===== src/rtl/sipo_pkg.sv =====
// Shared types for the sipo_deser deserializer.
// PAR stays in the encoding even when SIPO_PARITY_EN is not defined.
package sipo_pkg;

    localparam int SIPO_N_DEFAULT = 8;

    typedef enum logic [1:0] {
        IDLE  = 2'd0,
        SHIFT = 2'd1,
        PAR   = 2'd2,
        DONE  = 2'd3
    } sipo_state_t;

endpackage


===== src/rtl/sipo_shift_reg.sv =====
// N-bit MSB-first shift register with shift enable and synchronous active-low clear.
// next_o is the value the register takes at the coming edge.
module sipo_shift_reg #(
    parameter int N = 8
) (
    input  logic         clk_i,
    input  logic         n_clr_i,
    input  logic         shift_en_i,
    input  logic         sin_i,
    output logic [N-1:0] next_o
);

    logic [N-1:0] shreg_q;
    logic [N-1:0] shreg_d;

    always_comb begin
        shreg_d = shreg_q;
        if (shift_en_i) begin
            shreg_d = {shreg_q[N-2:0], sin_i};
        end
    end

    always_ff @(posedge clk_i) begin
        if (!n_clr_i) begin
            shreg_q <= '0;
        end else begin
            shreg_q <= shreg_d;
        end
    end

    // Without a shift this is the held word, which the parity check relies on.
    assign next_o = shreg_d;

endmodule


===== src/rtl/sipo_deser.sv =====
// Serial-in parallel-out deserializer with a one-cycle LOAD strobe for a downstream PIPO stage.
// Define SIPO_PARITY_EN to add a trailing even-parity bit per frame and the ERR strobe.
module sipo_deser
    import sipo_pkg::*;
#(
    parameter int N = SIPO_N_DEFAULT
) (
    input  logic         CLK,
    input  logic         n_Reset,
    input  logic         START,
    input  logic         SIN_VALID,
    input  logic         SIN,
    output logic [N-1:0] PO,
    output logic         LOAD,
    output logic         BUSY,
    output logic         ERR,
    output sipo_state_t  STATE
);

    localparam int CW = $clog2(N + 1);
    localparam logic [CW-1:0] LAST_BIT = CW'(N - 1);

    sipo_state_t   state_q;
    logic [CW-1:0] cnt_q;
    logic [N-1:0]  po_q;
    logic          load_q;
    logic          busy_q;
    logic          err_q;

    logic          shift_en;
    logic [N-1:0]  word_next;

    assign shift_en = (state_q == SHIFT) && SIN_VALID;

    sipo_shift_reg #(.N(N)) u_shreg (
        .clk_i      (CLK),
        .n_clr_i    (n_Reset),
        .shift_en_i (shift_en),
        .sin_i      (SIN),
        .next_o     (word_next)
    );

    always_ff @(posedge CLK) begin
        if (!n_Reset) begin
            state_q <= IDLE;
            cnt_q   <= '0;
            po_q    <= '0;
            load_q  <= 1'b0;
            busy_q  <= 1'b0;
            err_q   <= 1'b0;
        end else begin
            load_q <= 1'b0;
            err_q  <= 1'b0;
            case (state_q)
                IDLE: begin
                    if (START) begin
                        state_q <= SHIFT;
                        cnt_q   <= '0;
                        busy_q  <= 1'b1;
                    end
                end
                SHIFT: begin
                    if (SIN_VALID) begin
                        cnt_q <= cnt_q + 1'b1;
                        if (cnt_q == LAST_BIT) begin
`ifdef SIPO_PARITY_EN
                            state_q <= PAR;
`else
                            state_q <= DONE;
                            po_q    <= word_next;
                            load_q  <= 1'b1;
                            busy_q  <= 1'b0;
`endif
                        end
                    end
                end
                PAR: begin
`ifdef SIPO_PARITY_EN
                    if (SIN_VALID) begin
                        state_q <= DONE;
                        busy_q  <= 1'b0;
                        // Even parity: data bits plus parity bit must XOR to zero.
                        if ((^{word_next, SIN}) == 1'b0) begin
                            po_q   <= word_next;
                            load_q <= 1'b1;
                        end else begin
                            err_q  <= 1'b1;
                        end
                    end
`else
                    state_q <= IDLE;
                    busy_q  <= 1'b0;
`endif
                end
                DONE: begin
                    if (START) begin
                        state_q <= SHIFT;
                        cnt_q   <= '0;
                        busy_q  <= 1'b1;
                    end else begin
                        state_q <= IDLE;
                    end
                end
                default: begin
                    state_q <= IDLE;
                    busy_q  <= 1'b0;
                end
            endcase
        end
    end

    assign PO    = po_q;
    assign LOAD  = load_q;
    assign BUSY  = busy_q;
    assign ERR   = err_q;
    assign STATE = state_q;

endmodule


===== config.mk =====
export PLATFORM = sky130hd
export DESIGN_NAME = sipo_deser
export DESIGN_NICKNAME = d
export VERILOG_FILES = /design/src/rtl/sipo_pkg.sv /design/src/rtl/sipo_shift_reg.sv /design/src/rtl/sipo_deser.sv
export SDC_FILE = /design/constraint.sdc
export NUM_CORES = 1
export LEC_CHECK = 0
export CAP_MARGIN = 20
export CORE_ASPECT_RATIO = 1.25
export CORE_MARGIN = 2
export CORE_UTILIZATION = 52
export CTS_CLUSTER_SIZE = 10
export DETAILED_ROUTE_END_ITERATION = 6
export PLACE_DENSITY_LB_ADDON = 0.25
export SLEW_MARGIN = 20
export SYNTH_ARGS = -nofsm -noshare
export SYNTH_HDL_FRONTEND = slang
export SYNTH_HIERARCHICAL = 1
export SYNTH_SLANG_ARGS = --single-unit
export TNS_END_PERCENT = 1

===== constraint.sdc =====
create_clock -name CLK -period 3.8 [get_ports CLK]
set_input_delay 1.14 -clock CLK [delete_from_list [all_inputs] [get_ports CLK]]
set_output_delay 1.14 -clock CLK [all_outputs]
set_load 0.05 [all_outputs]

Word-level counts from Yosys, hierarchy flattened
Cells that the tools add are included.
{"block": "op_classes", "add_sub_neg": 1, "mul": 0, "div": 0, "n_lt_le_gt_ge": 0, "eq_ne": 8, "shifts": 0, "n_mux": 14, "bitwise": 0, "n_reduce_logical": 9}
{"operator": "AND reduction 3 bit", "count": 5}
{"operator": "2-to-1 mux 4 bit", "count": 2}
{"operator": "2-to-1 mux 8 bit", "count": 1}
{"operator": "case mux 2 bit (4 select lines)", "count": 1}
{"operator": "case mux 4 bit (2 select lines)", "count": 1}
{"operator": "2-to-1 mux 2 bit", "count": 3}
{"operator": "2-to-1 mux 1 bit", "count": 5}
{"operator": "adder 4 x 1 -> 4 bit, second input constant", "count": 1}
{"operator": "== test 2 bit, second input constant", "count": 2}
{"operator": "== test 4 x 3 -> 1 bit, second input constant", "count": 1}
{"operator": "!= test 2 x 1 -> 1 bit, second input constant", "count": 2}
{"operator": "!= test 2 bit, second input constant", "count": 2}
{"operator": "case mux 1 bit (3 select lines)", "count": 1}
{"operator": "== test 2 x 1 -> 1 bit, second input constant", "count": 1}
{"operator": "logical NOT 2 bit", "count": 1}
{"operator": "nonzero test 2 bit", "count": 1}
{"operator": "OR reduction 2 bit", "count": 1}
{"operator": "logical AND 1 bit", "count": 1}
{"block": "totals", "reg_bits": 24, "latchBits": 0, "ram_bits": 0, "rom_bits": 0, "word_cells": 38, "mem_count": 0}

Longest topological paths before layout
Gate-level depths: netlist of run 1.
{"block": "depth", "ltp_word": 4, "ltp_mapped": 8}

By module
Netlist of run 1, hierarchy kept.
{"module": "sipo_deser", "n_inst": 1, "cells_each": 79, "area_each_um2": 738.2}
{"module": "sipo_shift_reg", "n_inst": 1, "cells_each": 25, "area_each_um2": 344.1}

Worst setup path before layout of run 1
Ideal clock, no wire load.
{"block": "synth_path", "kind": "input -> register", "startpoint": "input port SIN_VALID", "endpoint": "register po_q[6], in the netlist PO[6]", "setup_time_ps": 128, "arrival_time_ps": 2004, "t_required_ps": 3672, "setup_slack_ps": 1668, "stages": 6, "path_buffers": 2, "cell_sequence": "and2_1 buf_2 buf_6 mux2_4 mux2i_1 nor2_1"}
{"block": "synth_via", "elab_chain_cells": 2, "word_cells_on_any_way": 3, "cone_classes": "mux (1); reduce/logical (2)"}
{"item": "start, declared", "line": "sipo_deser.sv:11", "rtl": "input logic SIN_VALID,"}
{"item": "logical AND 1 bit", "line": "sipo_deser.sv:33", "rtl": "assign shift_en = (state_q == SHIFT) && SIN_VALID;"}
{"item": "named net shift_en", "line": "sipo_deser.sv:30", "rtl": "logic shift_en;"}
{"item": "2-to-1 mux 8 bit", "line": "sipo_shift_reg.sv:18", "rtl": "if (shift_en_i) begin"}
{"item": "named net word_next[6]", "line": "sipo_deser.sv:31", "rtl": "logic [N-1:0] word_next;"}
{"item": "end signal, assigned", "line": "sipo_deser.sv:70", "rtl": "po_q <= word_next;"}
{"item": "end, declared", "line": "sipo_deser.sv:25", "rtl": "logic [N-1:0] po_q;"}
The timed path passes the listed nets, and every way through them passes these cells.
A chain may end at the register's enable or synchronous reset.

Worst setup path in the final report of run 1
{"block": "layout_path", "startpoint": "register state_q[0], in the netlist STATE[0]", "endpoint": "output port STATE[0]"}
{"item": "start, declared", "line": "sipo_deser.sv:23", "rtl": "sipo_state_t state_q;"}
{"item": "start signal, assigned", "line": "sipo_deser.sv:45", "rtl": "state_q <= IDLE;"}
{"item": "start signal, assigned", "line": "sipo_deser.sv:57", "rtl": "state_q <= SHIFT;"}
{"item": "start signal, assigned", "line": "sipo_deser.sv:69", "rtl": "state_q <= DONE;"}
{"item": "end, declared", "line": "sipo_deser.sv:17", "rtl": "output sipo_state_t STATE"}
No word-level cell between the ends.

==> impl_results.md, run 1 <==
- I/O pin count: 18
- Hold Crit Endpoint: PO[4]
- Synthesized area: approximately 0.0011 sq mm
- Crit path cell chain: clkdlybuf4s50_1
- Setup TNS: 0 ns
- Peak fanout along the critical path: 5
- Final antenna-violating net count: 0
- Root Driver: clkbuf_4
- Via count of the routed design: between 700 and 800
- Minimum hold slack: a little over 0.5 ns
- Tmin final: ~2.7 ns
- Max Fclk: 370.6 MHz
- WP data required: ~2.7 ns
- Most frequent cells in the layout: dfxtp_1, clkdlybuf4s50_1, nor2_1
- Die area: roughly 0.0025 sq mm
- Kind of critical path: reg -> out
- Port Buf Inserts: 16
- CP bufs+invs: 1
- Actual slew at the worst max-slew pin: 0.5052 ns
- Global placer's final weighted congestion: roughly 0.69
- Core Rows: 18
- Max incr delay on CP: roughly 0.83 ns
- Initial Util: 0.5461
- Clock transition at path regs: 0.12 ns
- Die Y: between 50 and 60 um
- Synth unique cells: 29
- Resized cells post-CTS: 0
- Max Slew Vio Count: 0
- Setup slack at placement: 1.029 ns
- DRT iter0 DRCs: 14
- Critical Path End Type: primary output
- Reg2reg end: PO[7]
- Hold Path Class: reg -> reg
- 1st-pass router iterations: 4
- Placed Cells: approximately 140
- Reg2Reg Setup Slack: between 1.5 and 2 ns
- Status: complete, no violations
- Via/cell ratio: around 5.4
- GRT Util Overall: 0.1811
- First-pass GRT wire length: 3187 um
- WL per Instance: around 13 um
- Max_slew headroom: 0.6621
- Syn nets: about 120
- VDD IR max: approximately 380 uV
- Post-CTS Hold Buffers: 0
- Synth Instances: 104
- Reg-to-Reg Start: STATE[1]
- Maximum clock path buffer count: 2
- CTS tree: done
- Yosys reg bits: 24
- Crit path max-delay family: buffers and inverters
- Num CTS Buffers: 3
- Layout Utilization: 0.6332
- Clock sinks: 24
- Vias in the first global route: 746
- Worst setup margin: around 1.1 ns
- Number of diodes: 0
- Die Wd: about 45 um
- Ratio of cells with drive above 1 in the final layout: 0.1186
- Most common cell after layout, fill and taps aside: dfxtp_1
- Final Hold Fails: 0
- Final std cells w/o fill: around 140
- GR Overflow Total: 0
- Asr flop ratio synth: 0
- H-tree levels: 1
- Number of synthesized flops with an enable pin: 0
- Initial antenna violation count: 0
- Final WL: around 1800 um
- Dpl hpwl: between 1000 and 1500 um
- Worst-Skew Late Latency: 0.30 ns
- CP arrival: roughly 1.6 ns
- Hold Path Depth: 2
- Leakage power: approximately 0.5 nW
- Clock Skews: 0.0008123 ns
- HP Start: PO[4]
- Synth Warn #: 6
- CORE AREA: 0.001982 sq mm
- Mean area per synthesized cell: between 10 and 15 sq um
- Power Density: 491.5 mW/mm^2
- CP Launch Type: flop
- Final net count: ~130
- Largest net degree at the start of global routing: 14
- Setup violators final: 0
- Slowest CP cell: clkdlybuf4s50_1
- Setup bufs post-CTS: 0
- P&R area growth vs syn: 15.95%
- Seq/Total Area, Yosys: 0.4439
- Number of max-cap violations: 0
- Final period util: 0.7100
- # DRC: 0
- R2R cell count: 6
- Post-synth top flop: dfxtp_1
- Unrepaired setup endpoints after global routing: no
==> area by class of cell <==
| cell class | count | area, sq um |
|---|---|---|
| tap | 20 | 25.02 |
| inverter | 4 | 15.01 |
| clock buffer | 3 | 22.52 |
| timing repair buffer | 17 | 167.7 |
| multi-input combinational | 70 | 544.3 |
| sequential | 24 | 480.5 |
| fill | 168 | 726.9 |
==> power breakdown <==
group          switching (mW)  internal [mW]
clock network          0.0688         0.0369
registers              0.0151          0.267
logic                   0.144         0.0855
total                   0.228          0.389
==> state kept, by name (all words and copies together) (netlist names) <==
signal,flops
LOAD,1
PO,8
u_shreg/shreg_q,8
STATE,2
BUSY,1
cnt_q,4
==> cell families (layout without fill, tap and decap cells) <==
kind of cell | after synthesis | in the layout | share of synthesized area
and+or+nand+nor | 33 | 33 | 0.1619
DFF | 24 | 24 | 0.4439
muxes | 16 | 16 | 0.1850
AOI/OAI and AO/OA | 14 | 14 | 0.08325
buffers and inverters | 10 | 24 | 0.05317
adders and majority gates | 6 | 6 | 0.06936
other | 1 | 1 | 0.003465
==> Yosys cell counts, drive strengths merged (2+ instances only) <==
master  count  area (sq um)
nand3       3         15.01
dfxtp      24         480.5
a31oi       3         18.77
and2       10         66.32
mux2        8         120.1
nand2       2         7.510
mux2i       8         80.08
buf         4         35.03
a21oi       4         20.02
inv         4         15.01
ha          6         75.07
clkbuf      2         7.510
nor2b       2         12.51
nor2       13         48.80
==> per-layer routing <==
layer / vias up / wire length, um / GRT usage
li1: 380 / - / -
met1: 345 / 841 / 0.2093
met2: 16 / 879 / 0.3213
met3: 2 / 82 / 0.03247
met4: 0 / 13 / 0.08824
met5: - / 0 / 0
==> worst max-delay path by stage <==
stage / start / cells past startpoint / to
floorplan: SIN_VALID / 6 / PO[6]
global placement: SIN_VALID / 5 / PO[0]
detailed placement: SIN_VALID / 5 / PO[7]
CTS: STATE[0] / 1 / STATE[0]
global route: STATE[0] / 1 / STATE[0]
finish: STATE[0] / 1 / STATE[0]
==> through the flow <==
stage,power (mW),instance area (sq um)
after CTS,0.6238,1255
after global routing,0.6546,1255
final,0.6168,1255
after detailed placement,0.5165,1232
after floorplan,0.4629,1082
after global placement,0.5081,1232
No activity file was read; power rests on OpenSTA's default activity.
==> run 2, diff against run 1 <==
--- a/config.mk
+++ b/config.mk
@@ -8,7 +8,7 @@
 export CAP_MARGIN = 20
 export CORE_ASPECT_RATIO = 1.25
 export CORE_MARGIN = 2
-export CORE_UTILIZATION = 52
+export CORE_UTILIZATION = 51
 export CTS_CLUSTER_SIZE = 10
 export DETAILED_ROUTE_END_ITERATION = 6
 export PLACE_DENSITY_LB_ADDON = 0.25
==> constraint.sdc (replaced) <==
create_clock -name CLK -period 2.8 [get_ports CLK]
set_input_delay 0.84 -clock CLK [delete_from_list [all_inputs] [get_ports CLK]]
set_output_delay 0.84 -clock CLK [all_outputs]
set_load 0.05 [all_outputs]
==> run 2 against run 1 <==
Core utilization rose by 1.9 points. Combinational power is 35% higher. Cell area up 3.0%. Sequential cell count unchanged. Non-clock buffer count grew 1. Via count up 1.5%. Worst setup slack worse by 0.72 ns. Sequential share of layout area down 1.1 points. First-iteration DRC count grew 57%. Highest routed layer unchanged. Worst hold slack got worse by 0.0053 ns. Critical path depth did not move. Largest cell class unchanged.
==> impl_results.md, run 2 (same netlist as run 1, synthesis figures left out) <==
- Status: complete, no violations
- Number of diodes: 0
- CORE AREA: 0.001982 sq mm
- Worst path depth: 1
- Critical Path Start: STATE[0]
- CP bufs+invs: 1
- GRT Util Overall: 0.1656
- DRT iter0 DRCs: 22
- Placed Cells: approximately 140
- Initial Util: 0.5461
- Slowest CP cell: clkdlybuf4s50_1
- Core Rows: 18
- Clock Skews: about 0.0065 ns
- CP Launch Type: flop
- P&R area growth vs syn: 19.42%
- Max incr delay on CP: around 0.84 ns
- Root Driver: clkbuf_4
- WL per Instance: roughly 13 um
- Sw power: between 0.3 and 0.4 mW
- Reg-to-Reg Start: STATE[1]
- Die Y: about 56 um
- Reg2reg end: PO[3]
- Max_slew headroom: 0.6600
- Vias in the first global route: 719
- Ratio of cells with drive above 1 in the final layout: 0.1333
- Die Wd: roughly 45 um
- Largest net degree at the start of global routing: 15
- Layout Utilization: 0.6521
- Via count of the routed design: 754
- Most common cell after layout, fill and taps aside: dfxtp_1
- H-tree levels: 1
- Maximum clock path buffer count: 2
- Power Density: 723.1 mW/mm^2
- CTS tree: done
- Combinational power share: 0.331
- # DRC: 0
- Final std cells w/o fill: 140
- Peak fanout along the critical path: 5
- Setup TNS: 0 ns
- Clock sinks: 24
- R2R cell count: 6
- Sw Share: 0.3333
- Worst-Skew Late Latency: 0.30 ns
- Reg2Reg Setup Slack: slightly above 0.9 ns
- Share of power burned in registers: 0.409
- Num CTS Buffers: 3
- Most frequent cells in the layout: dfxtp_1, clkdlybuf4s50_1, nor2_1
- Via/cell ratio: ~5.4
- Final period util: 0.8635
- CP arrival: around 1.6 ns
- Power share of the clock group: 0.260
- Clock transition at path regs: between 0.1 and 0.15 ns
- I/O pin count: 18
- P_int: about 0.62 mW
- First-pass GRT wire length: 3091 um
- Hold Path Class: reg -> reg
- Final Hold Fails: 0
- Setup bufs post-CTS: 0
- Post-CTS Hold Buffers: 0
- Max Fclk: slightly above 400 MHz
- VDD IR max: around 600 uV
- Global placer's final weighted congestion: approximately 0.64
- Crit path max-delay family: buffers and inverters
- Kind of critical path: reg -> out
- Initial antenna violation count: 0
- Worst Setup EP: STATE[0]
- Final WL: approximately 1800 um
- Port Buf Inserts: 16
- Dpl hpwl: 1314 um
- Max Slew Vio Count: 0
- Resized cells post-CTS: 0
- Final antenna-violating net count: 0
- Unrepaired setup endpoints after global routing: no
- GR Overflow Total: 0
- Total power: between 0.9 and 1 mW
- Leakage power: just over 0.5 nW
- Final net count: about 130
- 1st-pass router iterations: 4
- Number of max-cap violations: 0
- Die area: about 0.0025 sq mm
- Setup violators final: 0
- Tmin final: about 2.4 ns
- WP data required: around 2.0 ns
- Actual slew at the worst max-slew pin: between 0.5 and 0.6 ns
- Crit path cell chain: clkdlybuf4s50_1
- Critical Path End Type: primary output
## run 2: cell count changes in the layout (fill, tap and decap cells not counted), sizes merged
cell	delta
buf	+1
bufinv	+1
## run 2: power groups by stage
stage | combinational (mW) | clock, mW | sequential, mW
final | 0.309 | 0.243 | 0.382
after global routing | 0.336 | 0.273 | 0.386
after CTS | 0.311 | 0.253 | 0.383
after detailed placement | 0.308 | 0 | 0.390
after global placement | 0.301 | 0 | 0.389
after floorplan | 0.185 | 0 | 0.443
## run 2: how the worst min path moves through the flow
stage	startpoint	endpoint	slack, ns	depth (start not counted)
floorplan	cnt_q[3]	cnt_q[3]	0.44	1
global placement	cnt_q[3]	cnt_q[3]	0.46	1
detailed placement	cnt_q[3]	cnt_q[3]	0.46	1
CTS	cnt_q[3]	cnt_q[3]	0.49	1
global route	cnt_q[3]	cnt_q[3]	0.51	1
finish	cnt_q[3]	cnt_q[3]	0.50	1
## run 2: stage by stage
| step | hold slack (ns) | setup slack [ns] | cell area [sq um] |
|---|---|---|---|
| 2_1_floorplan | 0.4371 | 0.6869 | 1082 |
| 3_3_place_gp | 0.4584 | 0.3635 | 1240 |
| 3_5_place_dp | 0.4635 | 0.3547 | 1240 |
| 4_1_cts | 0.4878 | 0.3579 | 1292 |
| 5_1_grt | 0.5128 | 0.2867 | 1292 |
| 6_report | 0.5032 | 0.3822 | 1292 |
## run 2: per-layer routing
metal | up-vias | track usage | part of all wire
li1 | 383 | - | -
met1 | 356 | 0.1963 | 0.46
met2 | 13 | 0.2755 | 0.51
met3 | 2 | 0.03268 | 0.028
met4 | 0 | 0.07563 | 0.0067
met5 | - | 0 | 0
## run 2: layout make-up
cell class | instances | area [sq um]
inverters | 4 | 15.01
multi-input cells | 70 | 544.3
clock buffers | 3 | 22.52
fillers | 166 | 689.4
clock inverters | 1 | 30.03
flip-flops and latches | 24 | 480.5
repair buffers | 18 | 175.2
well taps | 20 | 25.02
==> RTL edit 1: new RTL, flow settings as in run 2 <==
Add a define of `SIPO_PARITY_EN`.
--- a/src/rtl/sipo_deser.sv
+++ b/src/rtl/sipo_deser.sv
@@ -1,5 +1,7 @@
 // Serial-in parallel-out deserializer with a one-cycle LOAD strobe for a downstream PIPO stage.
 // Define SIPO_PARITY_EN to add a trailing even-parity bit per frame and the ERR strobe.
+`define SIPO_PARITY_EN
+
 module sipo_deser
     import sipo_pkg::*;
 #(
Behaviour: not the same (Yosys sat finds a counterexample within 10 cycles, from zero or initial values and one cycle with n_Reset low).
==> RTL edit 1 against run 2 <==
Final area rose by 30%; core utilization increased by 5.5 points; via count up 36%; total power rose by 21%; register-to-register slack got worse by 0.75 ns; setup slack got worse by 0.22 ns; clock power down 32%; sequential share of layout area decreased by 7.3 points; combinational power rose by 80%; final cell count rose by 43%; synthesized area up 15%; sequential cell count is 1 higher; wire length is 49% higher; critical path type is now flop to flop.
==> RTL edit 1: results (changes against run 2) <==
[finish]
nets = 179  ; was 132
drive_gt1_share_pct = 25.7  ; was 13.3%
instances_no_fill = 200  ; was 140
fillers = 175  ; was 166

[clock_tree]
h-tree-depth = 1  ; unchanged
clk_pin_slew_ns = 0.14
clk_latency_ns = 0.33  ; was 0.30 ns
clockBufferDepth = 2  ; unchanged
cts_buffers = 3  ; unchanged

[grt]
grt_max_degree = 20  ; was 15
antenna_found_initial = 0  ; unchanged
grt_pass1_wl_microns = 3770  ; was 3090 microns
grt_use_total_pct = 19.3  ; was 16.6%
grt_pass1_vias = 913  ; was 719

[yosys]
yosys-top-cells-count = dfxtp_1, nand2_1, a21oi_1  ; was dfxtp_1, nor2_1, and2_1, mux2_4, mux2i_1
synth_nets = 139  ; was 115
synth-main-ff-cell = dfxtp_1  ; unchanged
netlist_instances = 128  ; was 104
ys_warn_count = 6  ; unchanged
synth_cell_type_count = 26  ; was 29
seq_area_frac_synth_pct = 40.4  ; was 44.4%
synthTopCellsByArea = dfxtp_1, mux2_4, ha_1, mux2i_1, nand2_1  ; was dfxtp_1, mux2_4, mux2i_1, ha_1, and2_1
async_flop_share_pct = 0  ; unchanged

[setup_path]
crit_arrival_ns = 2.90  ; was 1.58 ns
slowest_delay_ns = 0.37  ; was 0.84 ns
cp_max_fo = 7  ; was 5
crit_slowest_cell = dfxtp_2  ; was clkdlybuf4s50_1
crit_family = XOR/XNOR gates  ; was buffers and inverters
reg2reg_depth = 10  ; was 6

[routing]
drt-initial-drc-count = 38  ; was 22
wire_per_inst_microns = 13.4  ; was 12.9 microns
via_per_inst = 5.13  ; was 5.39

[worst_hold_path]
hold_depth = 1  ; unchanged
worstHoldPathType = flop to flop  ; unchanged

[placed_design]
routabilityCongestion = 0.833  ; was 0.645
port_buffers = 17  ; was 16
dp.cells = 189  ; was 136
dpl-instance-area_sq_um = 1550  ; was 1240 sq um
dp_hpwl_microns = 1840  ; was 1310 microns

[timing]
worstMarginPinSlew_ns = 0.498  ; was 0.510 ns
worst_clock_skew_ns = 0.00964  ; was 0.00648 ns
finalCriticalPeriod_ns = 2.63  ; was 2.42 ns

[power]
leakage_nw = 0.729  ; was 0.510 nW
peakVddDrop_mv = 0.642  ; was 0.615 mV

[outcome]
outcome = complete, no violations  ; unchanged

RTL edit 1: cell types whose count changed after synthesis, sizes merged, moves of 2 or more:
| cell | before | now |
|---|---|---|
| clkbuf | 2 | 4 |
| a31oi | 3 | 0 |
| a21oi | 4 | 9 |
| xnor2 | 0 | 7 |
| nand3 | 3 | 5 |
| nand2 | 2 | 18 |
| inv | 4 | 7 |
| buf | 4 | 1 |
| nor2 | 13 | 6 |
| o21ai | 1 | 5 |
RTL edit 1: layout make-up:
cell class	count	area [sq um]	area share, %
inverter	7	26.3	1.56
tap	33	41.3	2.46
timing repair buffer	40	353	21.0
sequential	25	502	29.8
clock buffer	4	26.3	1.56
multi-input combinational	91	733	43.6
RTL edit 1: power breakdown:
group	switching (mW)	internal, mW
logic	0.308	0.249
registers	0.0229	0.384
clock network	0.110	0.0559
total	0.441	0.689
RTL edit 1: cell families after synthesis:
logic type / synth area share (%)
AOI/OAI and AO/OA: 9.59
and+or+nand+nor: 17.5
buffers and inverters: 4.34
DFF: 40.4
adders and majority gates: 6.05
xor gates and xnor gates: 6.86
muxes: 15.3
RTL edit 1: final timing paths:
kind              slack, ns     start       end
hold / removal         0.47  cnt_q[3]  cnt_q[3]
hold reg to reg        0.47  cnt_q[3]  cnt_q[3]
setup / recovery       0.17  STATE[1]     PO[1]
setup reg to reg       0.17  STATE[1]     PO[1]
RTL edit 1: per-stage QoR:
stage	setup slack (ns)	util [%]
2_1_floorplan	0.0191	-
3_3_place_gp	-0.292	65.1
3_5_place_dp	-0.362	65.1
4_1_cts	0.0127	67.5
5_1_grt	0.0557	70.7
6_report	0.167	70.7
RTL edit 1: metal layers:
layer	wire [microns]	up-vias	global-route usage, %
met2	1480	31	33.5
met4	73	0	11.6
li1	-	509	-
met5	0	-	0
met3	81	7	2.74
met1	1040	478	20.8
RTL edit 1: what timing repair did:
action | 4_1_cts | 5_1_grt
endpoints found under the setup margin | 1 | 8
resized for setup | 0 | 8
setup buffers | 4 | 3
pin swaps | 2 | 6
hold endpoints to repair | 0 | 0
==> RTL edit 2: new RTL, config.mk and constraints of run 2 <==
Without the edit above. Compare `cnt_q` against `LAST_BIT` with >= in place of ==.
--- a/src/rtl/sipo_deser.sv
+++ b/src/rtl/sipo_deser.sv
@@ -62,7 +62,7 @@
                 SHIFT: begin
                     if (SIN_VALID) begin
                         cnt_q <= cnt_q + 1'b1;
-                        if (cnt_q == LAST_BIT) begin
+                        if (cnt_q >= LAST_BIT) begin
 `ifdef SIPO_PARITY_EN
                             state_q <= PAR;
 `else
Behaviour: no difference found for any inputs over 10 cycles, from zero or initial values and one cycle with n_Reset low; that may be too few to reach the edited logic, so the function may still have changed.
==> RTL edit 2 against run 2 <==
Final area grew 1.7%; wire length shrank 2.6%; total power grew 1.9%; sequential cell count is the same; synthesized area grew 2.9%; non-clock buffer count shrank 1; setup slack gained 0.014 ns; maximum frequency grew 0.60%; largest power group is now combinational logic; highest routed layer unchanged.
==> RTL edit 2: results (changes against run 2) <==
[power]
pg_comb_mw = 0.394  ; was 0.309 mW
peakVddDrop_mv = 0.529  ; was 0.615 mV
leakage_nw = 0.521  ; was 0.510 nW

[grt]
grt_use_total_pct = 15.3  ; was 16.6%
met3_usage_pct = 1.95  ; was 3.27%
grt_pass1_wl_microns = 2990  ; was 3090 microns
grtUsageMet2_pct = 25.6  ; was 27.6%
grt_max_degree = 16  ; was 15

[yosys]
synthTopCellsByArea = dfxtp_1, mux2_4, mux2i_1, ha_1, nor2_1  ; was dfxtp_1, mux2_4, mux2i_1, ha_1, and2_1
synth_cell_type_count = 30  ; was 29
yosys-top-cells-count = dfxtp_1, nor2_1, mux2i_1  ; was dfxtp_1, nor2_1, and2_1, mux2_4, mux2i_1
synth_nets = 117  ; was 115
syn-mean-instance-area_sq_um = 10.5  ; was 10.4 sq um
seq_area_frac_synth_pct = 43.1  ; was 44.4%

[finish]
drive_gt1_share_pct = 16.3  ; was 13.3%
nets = 135  ; was 132

[outcome]
outcome = complete, no violations  ; unchanged

[routing]
route.met2.wl_microns = 859  ; was 912 microns
met3_length_microns = 52  ; was 51 microns
via_per_inst = 5.27  ; was 5.39

[worst_hold_path]
hold_depth = 2  ; was 1
min-delay-start = cnt_q[1]  ; was cnt_q[3]

[timing]
worst_clock_skew_ns = 0.00204  ; was 0.00648 ns
worst_hold_slack_ns = 0.489  ; was 0.503 ns

[setup_path]
reg2reg_depth = 7  ; was 6
r2r-end = PO[5]  ; was PO[3]

[placed_design]
dpl-instance-area_sq_um = 1280  ; was 1240 sq um

==> RTL edit 2: logic make-up (layout without fill, tap and decap cells) <==
kind of cell               count (synthesis)  count (layout)  synth area share, %
AOI/OAI and AO/OA                         15              15                 10.8
adders and majority gates                  6               6                 6.74
buffers and inverters                     12              29                 5.17
DFF                                       24              24                 43.1
muxes                                     17              17                 18.9
other                                      1               1                0.337
and+or+nand+nor                           31              31                 14.9
==> RTL edit 2: worst max path at each step <==
stage / from / end / slack [ns] / cells past startpoint
final: STATE[0] / STATE[0] / 0.40 / 1
after global routing: STATE[0] / STATE[0] / 0.33 / 1
after CTS: STATE[0] / STATE[0] / 0.37 / 1
after detailed placement: SIN_VALID / PO[5] / 0.20 / 6
after global placement: SIN_VALID / PO[0] / 0.25 / 6
after floorplan: STATE[1] / PO[6] / 0.72 / 8
==> RTL edit 2: layout make-up <==
type                       instances  area, sq um
sequential                        24          480
timing repair buffer              17          168
inverter                           8         30.0
clock buffer                       4         36.3
multi-input combinational         70          576
fill                             173          712
tap                               20         25.0
